**config.mk**
```make
export PLATFORM = sky130hd
export DESIGN_NAME = ddr_init_refresh_ctrl_flat
export DESIGN_NICKNAME = d
export VERILOG_FILES = /design/src/rtl/ddr_init_refresh_ctrl_if.sv /design/src/rtl/ddr_init_refresh_ctrl.sv /design/src/flat_wrapper.sv
export SDC_FILE = /design/constraint.sdc
export NUM_CORES = 1
export LEC_CHECK = 0
export CAP_MARGIN = 20
export CORE_ASPECT_RATIO = 0.6
export CORE_MARGIN = 2
export CORE_UTILIZATION = 43
export DETAILED_ROUTE_END_ITERATION = 10
export PLACE_DENSITY_LB_ADDON = 0.25
export SYNTH_ARGS = -nofsm -noshare
export SYNTH_HDL_FRONTEND = slang
export SYNTH_SLANG_ARGS = --single-unit
```
**constraint.sdc**
```tcl
create_clock -name CK_t -period 2.4 [get_ports CK_t]
set_input_delay 0.24 -clock CK_t [delete_from_list [all_inputs] [get_ports CK_t]]
set_output_delay 0.24 -clock CK_t [all_outputs]
set_load 0.01 [all_outputs]
```
**src/rtl/ddr_init_refresh_ctrl_if.sv**
```systemverilog
`default_nettype none
// ============================================================================
// Module      : ddr_init_refresh_ctrl_if
// Description : DDR4 command bus plus refresh req/gnt handshake between the
//               init/refresh controller (master) and the command arbiter.
// Revision    : 1.0 - initial release
// ============================================================================
interface ddr_init_refresh_ctrl_if;
  logic        CKE;
  logic        cs_n;
  logic        act_n;
  logic        RAS_n_A16;
  logic        CAS_n_A15;
  logic        WE_n_A14;
  logic [1:0]  bg_addr;
  logic [1:0]  ba_addr;
  logic [13:0] addr;
  logic        ref_req;
  logic        ref_gnt;
  logic        ref_busy;

  modport master (
    output CKE, cs_n, act_n, RAS_n_A16, CAS_n_A15, WE_n_A14,
    output bg_addr, ba_addr, addr, ref_req, ref_busy,
    input  ref_gnt
  );

  modport slave (
    input  CKE, cs_n, act_n, RAS_n_A16, CAS_n_A15, WE_n_A14,
    input  bg_addr, ba_addr, addr, ref_req, ref_busy,
    output ref_gnt
  );
endinterface
`default_nettype wire

```
**src/rtl/ddr_init_refresh_ctrl.sv**
```systemverilog
`default_nettype none
// ============================================================================
// Module      : ddr_init_refresh_ctrl
// Description : DDR4 power-up sequencer (CKE, MRS3..MRS0, ZQCL) followed by
//               a tREFI refresh scheduler with a saturating pending counter.
// Revision    : 1.0 - initial release
// ============================================================================
module ddr_init_refresh_ctrl #(
  parameter int tCKE_DLY = 16,
  parameter int tXPR     = 20,
  parameter int tMRD     = 8,
  parameter int tMOD     = 24,
  parameter int tZQ      = 512,
  parameter int tREFI    = 780,
  parameter int tRFC     = 36,
  parameter int MAX_PEND = 8
) (
  input  logic                      CK_t,
  input  logic                      reset_n,
  input  logic [97:0]               mr_cfg,
  ddr_init_refresh_ctrl_if.master   bus,
  output logic                      init_done,
  output logic                      ref_overflow
);

  localparam int PW = $clog2(MAX_PEND + 1);

  // Wait-state counters count from 0 after the launching edge, so a delay
  // of N cycles completes when the counter reads N-1. CKE_WAIT starts
  // counting on the first released edge, hence its limit is N itself.
  localparam logic [15:0]   CKE_LIM  = 16'(tCKE_DLY);
  localparam logic [15:0]   XPR_LIM  = 16'(tXPR - 1);
  localparam logic [15:0]   MRD_LIM  = 16'(tMRD - 1);
  localparam logic [15:0]   MOD_LIM  = 16'(tMOD - 1);
  localparam logic [15:0]   ZQ_LIM   = 16'(tZQ - 1);
  localparam logic [15:0]   REFI_LIM = 16'(tREFI - 1);
  localparam logic [15:0]   RFC_LIM  = 16'(tRFC - 1);
  localparam logic [PW-1:0] PEND_MAX = PW'(MAX_PEND);

  typedef enum logic [3:0] {
    CKE_WAIT, XPR_WAIT, MRS_ISSUE, MRD_WAIT, MOD_WAIT,
    ZQ_ISSUE, ZQ_WAIT, IDLE, REF_ISSUE, RFC_WAIT
  } state_t;

  typedef struct packed {
    logic        cs_n;
    logic        act_n;
    logic        ras_n;
    logic        cas_n;
    logic        we_n;
    logic [1:0]  bg;
    logic [1:0]  ba;
    logic [13:0] addr;
  } cmd_t;

  localparam cmd_t CMD_DES  = {1'b1, 1'b1, 1'b1, 1'b1, 1'b1, 2'b00, 2'b00, 14'h0000};
  localparam cmd_t CMD_ZQCL = {1'b0, 1'b1, 1'b1, 1'b1, 1'b0, 2'b00, 2'b00, 14'h0400};
  localparam cmd_t CMD_REF  = {1'b0, 1'b1, 1'b0, 1'b0, 1'b1, 2'b00, 2'b00, 14'h0000};

  // Mode registers are programmed in the order 3,6,5,4,2,1,0.
  function automatic logic [2:0] mrs_idx(input logic [2:0] pos);
    case (pos)
      3'd0:    mrs_idx = 3'd3;
      3'd1:    mrs_idx = 3'd6;
      3'd2:    mrs_idx = 3'd5;
      3'd3:    mrs_idx = 3'd4;
      3'd4:    mrs_idx = 3'd2;
      3'd5:    mrs_idx = 3'd1;
      default: mrs_idx = 3'd0;
    endcase
  endfunction

  state_t        state;
  logic [15:0]   cnt;
  logic [15:0]   timer;
  logic [2:0]    seq;
  logic [PW-1:0] pending;
  logic [PW-1:0] pending_nxt;
  logic          cke_q;
  logic          ref_req_q;
  logic          ref_busy_q;
  logic          wrap;
  logic          issue;
  logic [2:0]    mrs_i;
  logic [13:0]   mrs_val;
  cmd_t          mrs_cmd;
  cmd_t          cmd_q;

  assign mrs_i   = mrs_idx(seq);
  assign mrs_val = mr_cfg[int'(mrs_i) * 14 +: 14];
  assign mrs_cmd = {1'b0, 1'b1, 1'b0, 1'b0, 1'b0, {1'b0, mrs_i[2]}, mrs_i[1:0], mrs_val};

  // Refresh bookkeeping: timer wrap adds a pending refresh, a granted REF removes one.
  always_comb begin
    wrap        = init_done && (timer == REFI_LIM);
    issue       = (state == IDLE) && ref_req_q && bus.ref_gnt;
    pending_nxt = pending;
    if (wrap && !issue) begin
      if (pending != PEND_MAX) pending_nxt = pending + PW'(1);
    end else if (issue && !wrap) begin
      pending_nxt = pending - PW'(1);
    end
  end

  // Free-running tREFI timer, started from zero on the init_done edge.
  always_ff @(posedge CK_t or negedge reset_n) begin
    if (!reset_n) begin
      timer <= 16'd0;
    end else if (init_done) begin
      timer <= wrap ? 16'd0 : timer + 16'd1;
    end
  end

  // Pending-refresh counter and sticky overflow flag.
  always_ff @(posedge CK_t or negedge reset_n) begin
    if (!reset_n) begin
      pending      <= '0;
      ref_overflow <= 1'b0;
    end else begin
      pending <= pending_nxt;
      if (wrap && (pending == PEND_MAX)) ref_overflow <= 1'b1;
    end
  end

  // Init sequencer and refresh issue FSM; the bus defaults to DES every cycle.
  always_ff @(posedge CK_t or negedge reset_n) begin
    if (!reset_n) begin
      state      <= CKE_WAIT;
      cnt        <= 16'd0;
      seq        <= 3'd0;
      cke_q      <= 1'b0;
      cmd_q      <= CMD_DES;
      init_done  <= 1'b0;
      ref_req_q  <= 1'b0;
      ref_busy_q <= 1'b0;
    end else begin
      cmd_q <= CMD_DES;
      cnt   <= cnt + 16'd1;
      case (state)
        CKE_WAIT: begin
          if (cnt == CKE_LIM) begin
            cke_q <= 1'b1;
            cnt   <= 16'd0;
            state <= XPR_WAIT;
          end
        end
        XPR_WAIT: begin
          if (cnt == XPR_LIM) begin
            cmd_q <= mrs_cmd;
            seq   <= seq + 3'd1;
            cnt   <= 16'd0;
            state <= MRS_ISSUE;
          end
        end
        MRS_ISSUE, MRD_WAIT: begin
          if (seq == 3'd7) begin
            // All seven MRS sent; the gap to ZQCL is tMOD.
            if (cnt == MOD_LIM) begin
              cmd_q <= CMD_ZQCL;
              cnt   <= 16'd0;
              state <= ZQ_ISSUE;
            end else begin
              state <= MOD_WAIT;
            end
          end else if (cnt == MRD_LIM) begin
            cmd_q <= mrs_cmd;
            seq   <= seq + 3'd1;
            cnt   <= 16'd0;
            state <= MRS_ISSUE;
          end else begin
            state <= MRD_WAIT;
          end
        end
        MOD_WAIT: begin
          if (cnt == MOD_LIM) begin
            cmd_q <= CMD_ZQCL;
            cnt   <= 16'd0;
            state <= ZQ_ISSUE;
          end
        end
        ZQ_ISSUE, ZQ_WAIT: begin
          if (cnt == ZQ_LIM) begin
            init_done <= 1'b1;
            state     <= IDLE;
          end else begin
            state <= ZQ_WAIT;
          end
        end
        IDLE: begin
          cnt <= 16'd0;
          if (issue) begin
            cmd_q      <= CMD_REF;
            ref_req_q  <= 1'b0;
            ref_busy_q <= 1'b1;
            state      <= REF_ISSUE;
          end else begin
            ref_req_q <= (pending_nxt != '0);
          end
        end
        REF_ISSUE, RFC_WAIT: begin
          if (cnt == RFC_LIM) begin
            ref_busy_q <= 1'b0;
            ref_req_q  <= (pending_nxt != '0);
            state      <= IDLE;
          end else begin
            state <= RFC_WAIT;
          end
        end
        default: state <= CKE_WAIT;
      endcase
    end
  end

  assign bus.CKE       = cke_q;
  assign bus.cs_n      = cmd_q.cs_n;
  assign bus.act_n     = cmd_q.act_n;
  assign bus.RAS_n_A16 = cmd_q.ras_n;
  assign bus.CAS_n_A15 = cmd_q.cas_n;
  assign bus.WE_n_A14  = cmd_q.we_n;
  assign bus.bg_addr   = cmd_q.bg;
  assign bus.ba_addr   = cmd_q.ba;
  assign bus.addr      = cmd_q.addr;
  assign bus.ref_req   = ref_req_q;
  assign bus.ref_busy  = ref_busy_q;

endmodule
`default_nettype wire

```
**src/flat_wrapper.sv**
```systemverilog
// flat-port wrapper written by rule: the top's interface ports become plain ports
module ddr_init_refresh_ctrl_flat 
#(
  parameter int tCKE_DLY = 16,
  parameter int tXPR     = 20,
  parameter int tMRD     = 8,
  parameter int tMOD     = 24,
  parameter int tZQ      = 512,
  parameter int tREFI    = 780,
  parameter int tRFC     = 36,
  parameter int MAX_PEND = 8
)
  (CK_t, reset_n, mr_cfg, init_done, ref_overflow, bus_CKE, bus_cs_n, bus_act_n, bus_RAS_n_A16, bus_CAS_n_A15, bus_WE_n_A14, bus_bg_addr, bus_ba_addr, bus_addr, bus_ref_req, bus_ref_busy, bus_ref_gnt);
  ddr_init_refresh_ctrl_if bus_i ();
  input  logic CK_t;
  input  logic reset_n;
  input  logic [97:0] mr_cfg;
  output logic init_done;
  output logic ref_overflow;
  output wire logic [$bits(bus_i.CKE)-1:0] bus_CKE;
  output wire logic [$bits(bus_i.cs_n)-1:0] bus_cs_n;
  output wire logic [$bits(bus_i.act_n)-1:0] bus_act_n;
  output wire logic [$bits(bus_i.RAS_n_A16)-1:0] bus_RAS_n_A16;
  output wire logic [$bits(bus_i.CAS_n_A15)-1:0] bus_CAS_n_A15;
  output wire logic [$bits(bus_i.WE_n_A14)-1:0] bus_WE_n_A14;
  output wire logic [$bits(bus_i.bg_addr)-1:0] bus_bg_addr;
  output wire logic [$bits(bus_i.ba_addr)-1:0] bus_ba_addr;
  output wire logic [$bits(bus_i.addr)-1:0] bus_addr;
  output wire logic [$bits(bus_i.ref_req)-1:0] bus_ref_req;
  output wire logic [$bits(bus_i.ref_busy)-1:0] bus_ref_busy;
  input wire logic [$bits(bus_i.ref_gnt)-1:0] bus_ref_gnt;
  assign bus_CKE = bus_i.CKE;
  assign bus_cs_n = bus_i.cs_n;
  assign bus_act_n = bus_i.act_n;
  assign bus_RAS_n_A16 = bus_i.RAS_n_A16;
  assign bus_CAS_n_A15 = bus_i.CAS_n_A15;
  assign bus_WE_n_A14 = bus_i.WE_n_A14;
  assign bus_bg_addr = bus_i.bg_addr;
  assign bus_ba_addr = bus_i.ba_addr;
  assign bus_addr = bus_i.addr;
  assign bus_ref_req = bus_i.ref_req;
  assign bus_ref_busy = bus_i.ref_busy;
  assign bus_i.ref_gnt = bus_ref_gnt;
  ddr_init_refresh_ctrl #(.tCKE_DLY(tCKE_DLY), .tXPR(tXPR), .tMRD(tMRD), .tMOD(tMOD), .tZQ(tZQ), .tREFI(tREFI), .tRFC(tRFC), .MAX_PEND(MAX_PEND)) u_core (.CK_t(CK_t), .reset_n(reset_n), .mr_cfg(mr_cfg), .bus(bus_i), .init_done(init_done), .ref_overflow(ref_overflow));
endmodule
```
; Word-level counts from Yosys, hierarchy flattened
; Index checks and enable logic that the tools add are counted.
[classes]
add_sub_neg = 5
multipliers = 1
n_eq_ne = 31
n_shift = 1
muxes = 37
n_reduce_logical = 22
[op_table]
columns = cell, count
row1 = 23-bit 2-to-1 mux, 5
row2 = 98-bit by 32-bit indexed part select with 14-bit output, 1
row3 = 16-bit 2-to-1 mux, 6
row4 = 23-bit case mux with 4 select lines, 1
row5 = 16-bit case mux with 5 select lines, 1
row6 = 16-bit by 5-bit == test with 1-bit output (second input constant), 3
row7 = 4-bit 2-to-1 mux, 9
row8 = 16-bit by 1-bit adder with 16-bit output (second input constant), 2
row9 = 4-bit case mux with 7 select lines, 1
row10 = 3-bit case mux with 6 select lines, 1
row11 = 16-bit by 10-bit == test with 1-bit output (second input constant), 1
row12 = 16-bit by 3-bit == test with 1-bit output (second input constant), 1
row13 = 16-bit by 6-bit == test with 1-bit output (second input constant), 1
row14 = 16-bit by 9-bit == test with 1-bit output (second input constant), 1
row15 = 4-bit by 3-bit == test with 1-bit output (second input constant), 4
row16 = 4-bit == test (second input constant), 3
row17 = 2-bit by 1-bit != test with 1-bit output (second input constant), 6
row18 = 3-bit == test (second input constant), 3
row19 = 3-bit 2-to-1 mux, 3
row20 = 4-bit by 2-bit == test with 1-bit output (second input constant), 2
row21 = 4-bit AND reduction, 2
row22 = 1-bit 2-to-1 mux, 7
row23 = 3-bit by 2-bit == test with 1-bit output (second input constant), 2
row24 = 1-bit logical AND, 6
row25 = 18 further kinds, 25
[word_totals]
regBits = 71
input_bits = 101
output_inout_bits = 28
word_cells = 115

; Depth between registers and ports, before layout
; Gate-level depths: netlist of the first run.
[logic_depth]
word_depth = 9
mapped_depth = 10
depth_no_buf = 8

; Least setup slack after synthesis of the first run
; OpenSTA, ideal clock, no wires.
[synth_path]
path_kind = reg-to-reg
from = reg u_core.seq[1]
to = reg u_core.cnt[13]
setup_time_ps = 119
arrival_time_ps = 2322
required_time_ps = 2281
setup_slack_ps = -41
path_stages_with_launch = 11
path_buffers = 2
synth_period_minus_slack_ps = 2441
path_cell_list = dfrtp_1 -> ha_1 -> ha_1 -> or4_1 -> nor4_2 -> nor2_1 -> a21oi_1 -> and3_1 -> buf_2 -> buf_4 -> nor2_1
[synth_via]
elab_chain_len = 3
[synth_rtl]
columns = item, line_no
row1 = "start, declared", ddr_init_refresh_ctrl.sv:76  ; logic [2:0] seq;
row2 = "start signal, assigned", ddr_init_refresh_ctrl.sv:150  ; seq <= seq + 3'd1;
row3 = "start signal, assigned", ddr_init_refresh_ctrl.sv:167  ; seq <= seq + 3'd1;
row4 = 3-bit == test, ddr_init_refresh_ctrl.sv:156  ; if (seq == 3'd7) begin
row5 = 16-bit 2-to-1 mux, ddr_init_refresh_ctrl.sv:156
row6 = 16-bit case mux with 5 select lines, ddr_init_refresh_ctrl.sv:139  ; case (state)
row7 = "end signal, assigned", ddr_init_refresh_ctrl.sv:138  ; cnt <= cnt + 16'd1;
row8 = "end, declared", ddr_init_refresh_ctrl.sv:74  ; logic [15:0] cnt;
; Every way passes these cells.
; A chain may end at the register's enable or synchronous reset.

; Worst setup path after layout of the first run
[layout_path]
from = reg u_core.cnt[7]
to = reg u_core.state[2]
[layout_via]
elab_chain_len = 3
elab_cells_between_ends = 10
classes_between = 7 x eq/ne / 2 x mux / 1 x reduce/logical
[layout_rtl]
columns = item, line_no
row1 = 16-bit by 6-bit == test with 1-bit output (tied with other cells), ddr_init_refresh_ctrl.sv:201  ; if (cnt == RFC_LIM) begin
row2 = 4-bit 2-to-1 mux or 2-bit by 1-bit != test with 1-bit output (tied branches), n/a
row3 = 4-bit case mux with 7 select lines or 4-bit AND reduction (tied branches), n/a
row4 = "end signal, assigned", ddr_init_refresh_ctrl.sv:144  ; state <= XPR_WAIT;
row5 = "end signal, assigned", ddr_init_refresh_ctrl.sv:204  ; state <= IDLE;
row6 = "end signal, assigned", ddr_init_refresh_ctrl.sv:206  ; state <= RFC_WAIT;
row7 = "end, declared", ddr_init_refresh_ctrl.sv:73  ; state_t state;
; Parallel ways exist; a longest one is shown, timed or not.

==> qor.csv, run 1 <==
metric,value,unit
placedInstanceArea,5903,µm²
drt_wl_total,12530,µm
grt_pass1_wl,20730,µm
setup_viol,0,
port_buffers,126,
htreeDepth,3,
synth_cell_types,60,
worst_slew_pin_slew,0.5711,ns
clock_path_buffers,2,
crit_fanout,4,
fp.dieArea,10950,µm²
synth-seq-cells,68,
synth_most_common_cell,nand2_1,
status,"complete, no violations",
synth_ff_type,dfrtp_1,
maxCapViolations,0,
pwr-share-seq,0.421,
synth_top_area_frac,0.3745,
syn_avg_cell_area,7.983,µm²
cts_root_buf,clkbuf_16,
cp-end-kind,register,
synth-edff-count,0,
yosysTopAreaCell,dfrtp_1,
area_growth,45.46,%
async_flop_share,1.000,
syn_nets,656,
grt_pass1_vias,4179,
stdcell_count,817,
cts_made_buffers,9,
ys_warn_count,0,
vias_per_cell,5.364,
power_leakage,0.002833,µW
stdcell_area,6317,µm²
post-route-min-period,2.353,ns
drive_above_1_share,0.1261,
fmax,425.0,MHz
insertion_delay,0.34,ns
clk_pin_slew,0.06,ns
ios,129,
rsz0062_at_grt,yes,
maxSlewHeadroom,0.6158,
start_util,0.4412,
cts_tree,yes,
pre_cts_slack,-0.03828,ns
p_switching,555.7,µW
overflow,0,
dr.pass1.iters,5,
final_antenna_net_count,0,
hold_class,input port to async pin,
p_sw_frac,0.2040,
rrSetupSlack,0.05,ns
place_hpwl,9290,µm
maxSlewViolCount,0,
multi_input_area,2484,µm²
finClkSkew,0.005904,ns
die_h,81.85,µm
hold_violations,0,
fill_cells,825,
grt_usage,0.2421,
cp.arrival,2.62,ns
route.detailed.drc,0,
power_per_cell_area,431.3,nW/µm²
cts.sinks,68,
comb_power_share,0.081,
pwr-share-clk,0.497,
numPlacedInstances,798,
p_int,2169,µW
n_antenna_cell,0,
ys_seq_area_frac,0.3927,
antenna_found_initial,0,
vias,4382,
required,2.67,ns
setup_ws,0.04691,ns
fp-row-count,28,
drtIter0Drc,423,
period_share,0.9805,
ir_worst_vdd,0.0004083,V
grt_max_degree,61,
critical_path_class,register to register,
die_width,133.7,µm
final_nets,789,
wl_per_cell,15.34,µm
gp_congestion,0.9162,
synth_area,4343,µm²
synth_cells,544,
synth_common_cells,"105 x nand2_1, 65 x dfrtp_1, 54 x nand3_1",
ff_latch_area,1707,µm²
startpoint_type,register,
core,9844,µm²
power,2724,µW
synthTopCellsByArea,"dfrtp_1 37%, nand2_1 9.1%, nand3_1 6.2%, a21oi_1 4.4%, nor2_1 4.1%",
cell families after synthesis:
logic type                 share of synthesized area
AOI/OAI and AO/OA                             0.1187
DFF                                           0.3927
and+or+nand+nor                               0.3146
buffers and inverters                        0.05445
other                                       0.001729
xor gates and xnor gates                     0.06453
muxes                                        0.02161
adders and majority gates                    0.03169
flip-flops by register name, indices dropped and copies added (netlist names):
| signal | flops |
|---|---|
| u_core.ref_overflow | 1 |
| u_core.bus.addr | 14 |
| u_core.init_done | 1 |
| u_core.cnt | 16 |
| u_core.bus.ref_req | 1 |
| u_core.bus.ba_addr | 2 |
| u_core.timer | 16 |
| u_core.bus.bg_addr | 1 |
| u_core.pending | 4 |
| u_core.bus.ref_busy | 1 |
| u_core.bus.WE_n_A14 | 1 |
| u_core.seq | 3 |
| u_core.bus.CKE | 1 |
| u_core.state | 4 |
| u_core.bus.CAS_n_A15 | 1 |
| u_core.bus.cs_n | 1 |
final timing paths:
check | startpoint | to | cells after the start
max in group asynchronous | reset_n | u_core.bus.CAS_n_A15$_DFF_PN1_ | 3
setup reg to reg | u_core.cnt[7]$_DFF_PN0_ | u_core.state[2]$_DFFE_PN0P_ | 6
hold / removal | reset_n | u_core.bus.addr[12]$_DFF_PN0_ | 2
setup / recovery | u_core.cnt[7]$_DFF_PN0_ | u_core.state[2]$_DFFE_PN0P_ | 6
hold reg to reg | u_core.ref_overflow$_DFFE_PN0P_ | u_core.ref_overflow$_DFFE_PN0P_ | 1
min in group CK_t | u_core.ref_overflow$_DFFE_PN0P_ | u_core.ref_overflow$_DFFE_PN0P_ | 1
cell type report:
type / instances / share of cell area
Clock buffer: 11 / 0.04001
Clock inverter: 5 / 0.009309
Inverter: 17 / 0.01010
Multi-Input combinational cell: 419 / 0.3931
Sequential cell: 68 / 0.2702
Tap cell: 135 / 0.02674
Timing Repair Buffer: 162 / 0.2505
metal layers:
| layer | wire, µm | track usage | part of all wire |
|---|---|---|---|
| met3 | 669 | 0.05370 | 0.053 |
| met5 | 0 | 0 | 0 |
| met2 | 5743 | 0.3769 | 0.46 |
| met4 | 213 | 0.08085 | 0.017 |
| met1 | 5902 | 0.3369 | 0.47 |
cell usage in the layout (no fill, tap or decap), drive strengths merged, types with 2 or more instances in the layout:
cell type	count
nand3	54
nor2	47
a22oi	2
dfstp	3
a21o	2
inv	18
dfrtp	65
mux2i	6
a21oi	38
nor4	8
o21ai	23
xor2	13
and2	2
or3	7
xnor2	19
conb	2
ha	11
clkbuf	11
a2bb2oi	2
clkinvlp	2
nand4	9
o22ai	3
o31ai	2
a22o	2
or4	5
a31oi	2
and3	17
buf	36
nor3	7
nand3b	2
clkdlybuf4s50	125
mux2	3
or4b	4
or2	4
nand2	105
worst max-delay path, cell delays in order, from the launching register on:
cell     delay [ns]
dfrtp_1        0.40
or4b_4         0.61
nor4_4         0.37
a21oi_2        0.12
or3_4          0.40
or2_4          0.25
o21ai_1        0.13
per-stage QoR:
stage | util | setup TNS (ns) | hold slack (ns)
after floorplan | - | -0.007559 | -0.05559
after global placement | 0.5996 | 0 | 0.1019
after detailed placement | 0.5996 | -0.08727 | 0.1068
after CTS | 0.6327 | 0 | 0.2822
after global routing | 0.6417 | -0.1218 | 0.2989
final | 0.6417 | 0 | 0.2834
power by group through the flow:
stage          clock [µW]  sequential [µW]  combinational, µW
2_1_floorplan           0             1170               32.7
3_3_place_gp            0             1170                220
3_5_place_dp            0             1170                223
4_1_cts              1390             1150                225
5_1_grt              1450             1150                243
6_report             1360             1150                222
timing repair:
| item | 4_1_cts | 5_1_grt |
|---|---|---|
| buffers inserted | 0 | 2 |
| endpoints found under the setup margin | 3 | 38 |
| endpoints found under the hold margin | 8 | 0 |
| gates resized for setup | 1 | 17 |
| pin swaps | 0 | 6 |
| hold buffers | 1 | 0 |
Note: power is estimated with default switching activity, not from simulation.
==> run 2, diff against run 1 <==
- GPL_ROUTABILITY_DRIVEN: unset -> 0
==> results of run 2 <==
The final DEF is identical to that of run 1; final timing and power are the same.
==> run 3, diff against run 2 <==
- SKIP_CTS_REPAIR_TIMING: unset -> 1
==> qor.csv, run 3 (synthesis gave the netlist of run 1 again) <==
metric,value,unit,change
status,"complete, no violations",,
vias_per_cell,5.388,,+0.46%
cp-end-kind,register,,
ir_worst_vdd,0.0004084,V,about the same
drt_wl_total,12510,µm,-0.16%
htreeDepth,3,,unchanged
required,2.66,ns,about the same
maxSlewHeadroom,0.6136,,-0.002191
core,9844,µm²,unchanged
p_sw_frac,0.2029,,-0.001100
whs,0.2876,ns,+0.004162 ns
cp.arrival,2.62,ns,about the same
rsz0062_at_grt,yes,,
final_nets,789,,unchanged
start_util,0.4412,,unchanged
critical_path_class,register to register,,
grt_max_degree,61,,unchanged
maxCapViolations,0,,unchanged
crit_fanout,4,,unchanged
hold_class,input port to async pin,,
fmax,424.0,MHz,-0.23%
setup_ws,0.04154,ns,-0.005372 ns
final_antenna_net_count,0,,unchanged
grt_pass1_vias,4176,,-0.072%
period_share,0.9827,,+0.002239
power,2721,µW,-0.13%
route.detailed.drc,0,,unchanged
port_buffers,126,,unchanged
pwr-share-clk,0.497,,about the same
worst_slew_pin_slew,0.5743,ns,+0.003257 ns
finClkSkew,0.005217,ns,-0.0006871 ns
vias,4402,,+0.46%
p_switching,552.0,µW,-0.67%
cts_tree,yes,,
post-route-min-period,2.358,ns,+0.005372 ns
final_util,0.6417,,unchanged
power_leakage,0.002833,µW,unchanged
die_width,133.7,µm,unchanged
startpoint_type,register,,
drtIter0Drc,443,,+4.7%
overflow,0,,unchanged
fp.dieArea,10950,µm²,unchanged
antenna_found_initial,0,,unchanged
p_int,2169,µW,about the same
final_common_cell,clkdlybuf4s50_1,,
grt_usage,0.2420,,about the same
comb_power_share,0.081,,about the same
cts_made_buffers,9,,unchanged
cts_root_buf,clkbuf_16,,
grt_pass1_wl,20710,µm,about the same
wl_per_cell,15.31,µm,-0.16%
power_per_cell_area,430.7,nW/µm²,-0.13%
clk_pin_slew,0.06,ns,about the same
ios,129,,unchanged
setup_viol,0,,unchanged
place_hpwl,9290,µm,unchanged
die_h,81.85,µm,unchanged
n_antenna_cell,0,,unchanged
fin_tns_setup,0,ns,unchanged
layout_common_cells,"125 x clkdlybuf4s50_1, 104 x nand2_1, 64 x dfrtp_1",,
area_growth,45.46,%,unchanged
clock_path_buffers,2,,unchanged
cts.sinks,68,,unchanged
hold_violations,0,,unchanged
insertion_delay,0.33,ns,about the same
rrSetupSlack,0.04,ns,about the same
maxSlewViolCount,0,,unchanged
dr.pass1.iters,5,,unchanged
fp-row-count,28,,unchanged
pre_cts_slack,-0.03828,ns,unchanged
drive_above_1_share,0.1261,,unchanged
pwr-share-seq,0.422,,about the same
-- run 3: cell counts in the layout (fill, tap and decap cells not counted) --
Identical to the previous run, type by type.
-- run 3: power groups by stage --
stage,clock [µW],sequential (µW),combinational (µW)
2_1_floorplan,0,1170,32.7
3_3_place_gp,0,1170,220
3_5_place_dp,0,1170,223
4_1_cts,1390,1150,223
5_1_grt,1450,1150,243
6_report,1350,1150,222
-- run 3: area by class of cell --
cell class	count	area, µm²
clock buffer	11	252.7
timing repair buffer	162	1583
inverter	17	63.81
multi-input combinational	419	2484
sequential	68	1707
tap	135	168.9
clock inverter	5	58.81
fill	825	3527
-- run 3: path summary, 6_finish.rpt --
kind / start / end / cells past startpoint
max in group asynchronous: reset_n / u_core.bus.CAS_n_A15$_DFF_PN1_ / 3
hold / removal: reset_n / u_core.bus.addr[12]$_DFF_PN0_ / 2
setup reg to reg: u_core.cnt[7]$_DFF_PN0_ / u_core.state[2]$_DFFE_PN0P_ / 6
setup / recovery: u_core.cnt[7]$_DFF_PN0_ / u_core.state[2]$_DFFE_PN0P_ / 6
min in group CK_t: u_core.ref_overflow$_DFFE_PN0P_ / u_core.ref_overflow$_DFFE_PN0P_ / 1
hold reg to reg: u_core.ref_overflow$_DFFE_PN0P_ / u_core.ref_overflow$_DFFE_PN0P_ / 1
-- run 3: routing by layer --
| metal | vias up | share of wire | GRT usage |
|---|---|---|---|
| met5 | - | 0 | 0 |
| met4 | 0 | 0.019 | 0.08085 |
| met3 | 23 | 0.055 | 0.05370 |
| met2 | 149 | 0.46 | 0.3764 |
| met1 | 2093 | 0.47 | 0.3369 |
| li1 | 2137 | - | - |
-- run 3: per-stage QoR --
step | area [µm²] | cells
after global placement | 5903 | 798
after global routing | 6317 | 817
after floorplan | 4347 | 544
after detailed placement | 5903 | 798
after CTS | 6215 | 814
final | 6317 | 817
-- run 3: critical path, cell delays in order, from the launching register on --
cell and delay, ns:
dfrtp_1 0.40, or4b_4 0.60, nor4_4 0.37, a21oi_2 0.12
or3_4 0.40, or2_4 0.25, o21ai_1 0.13
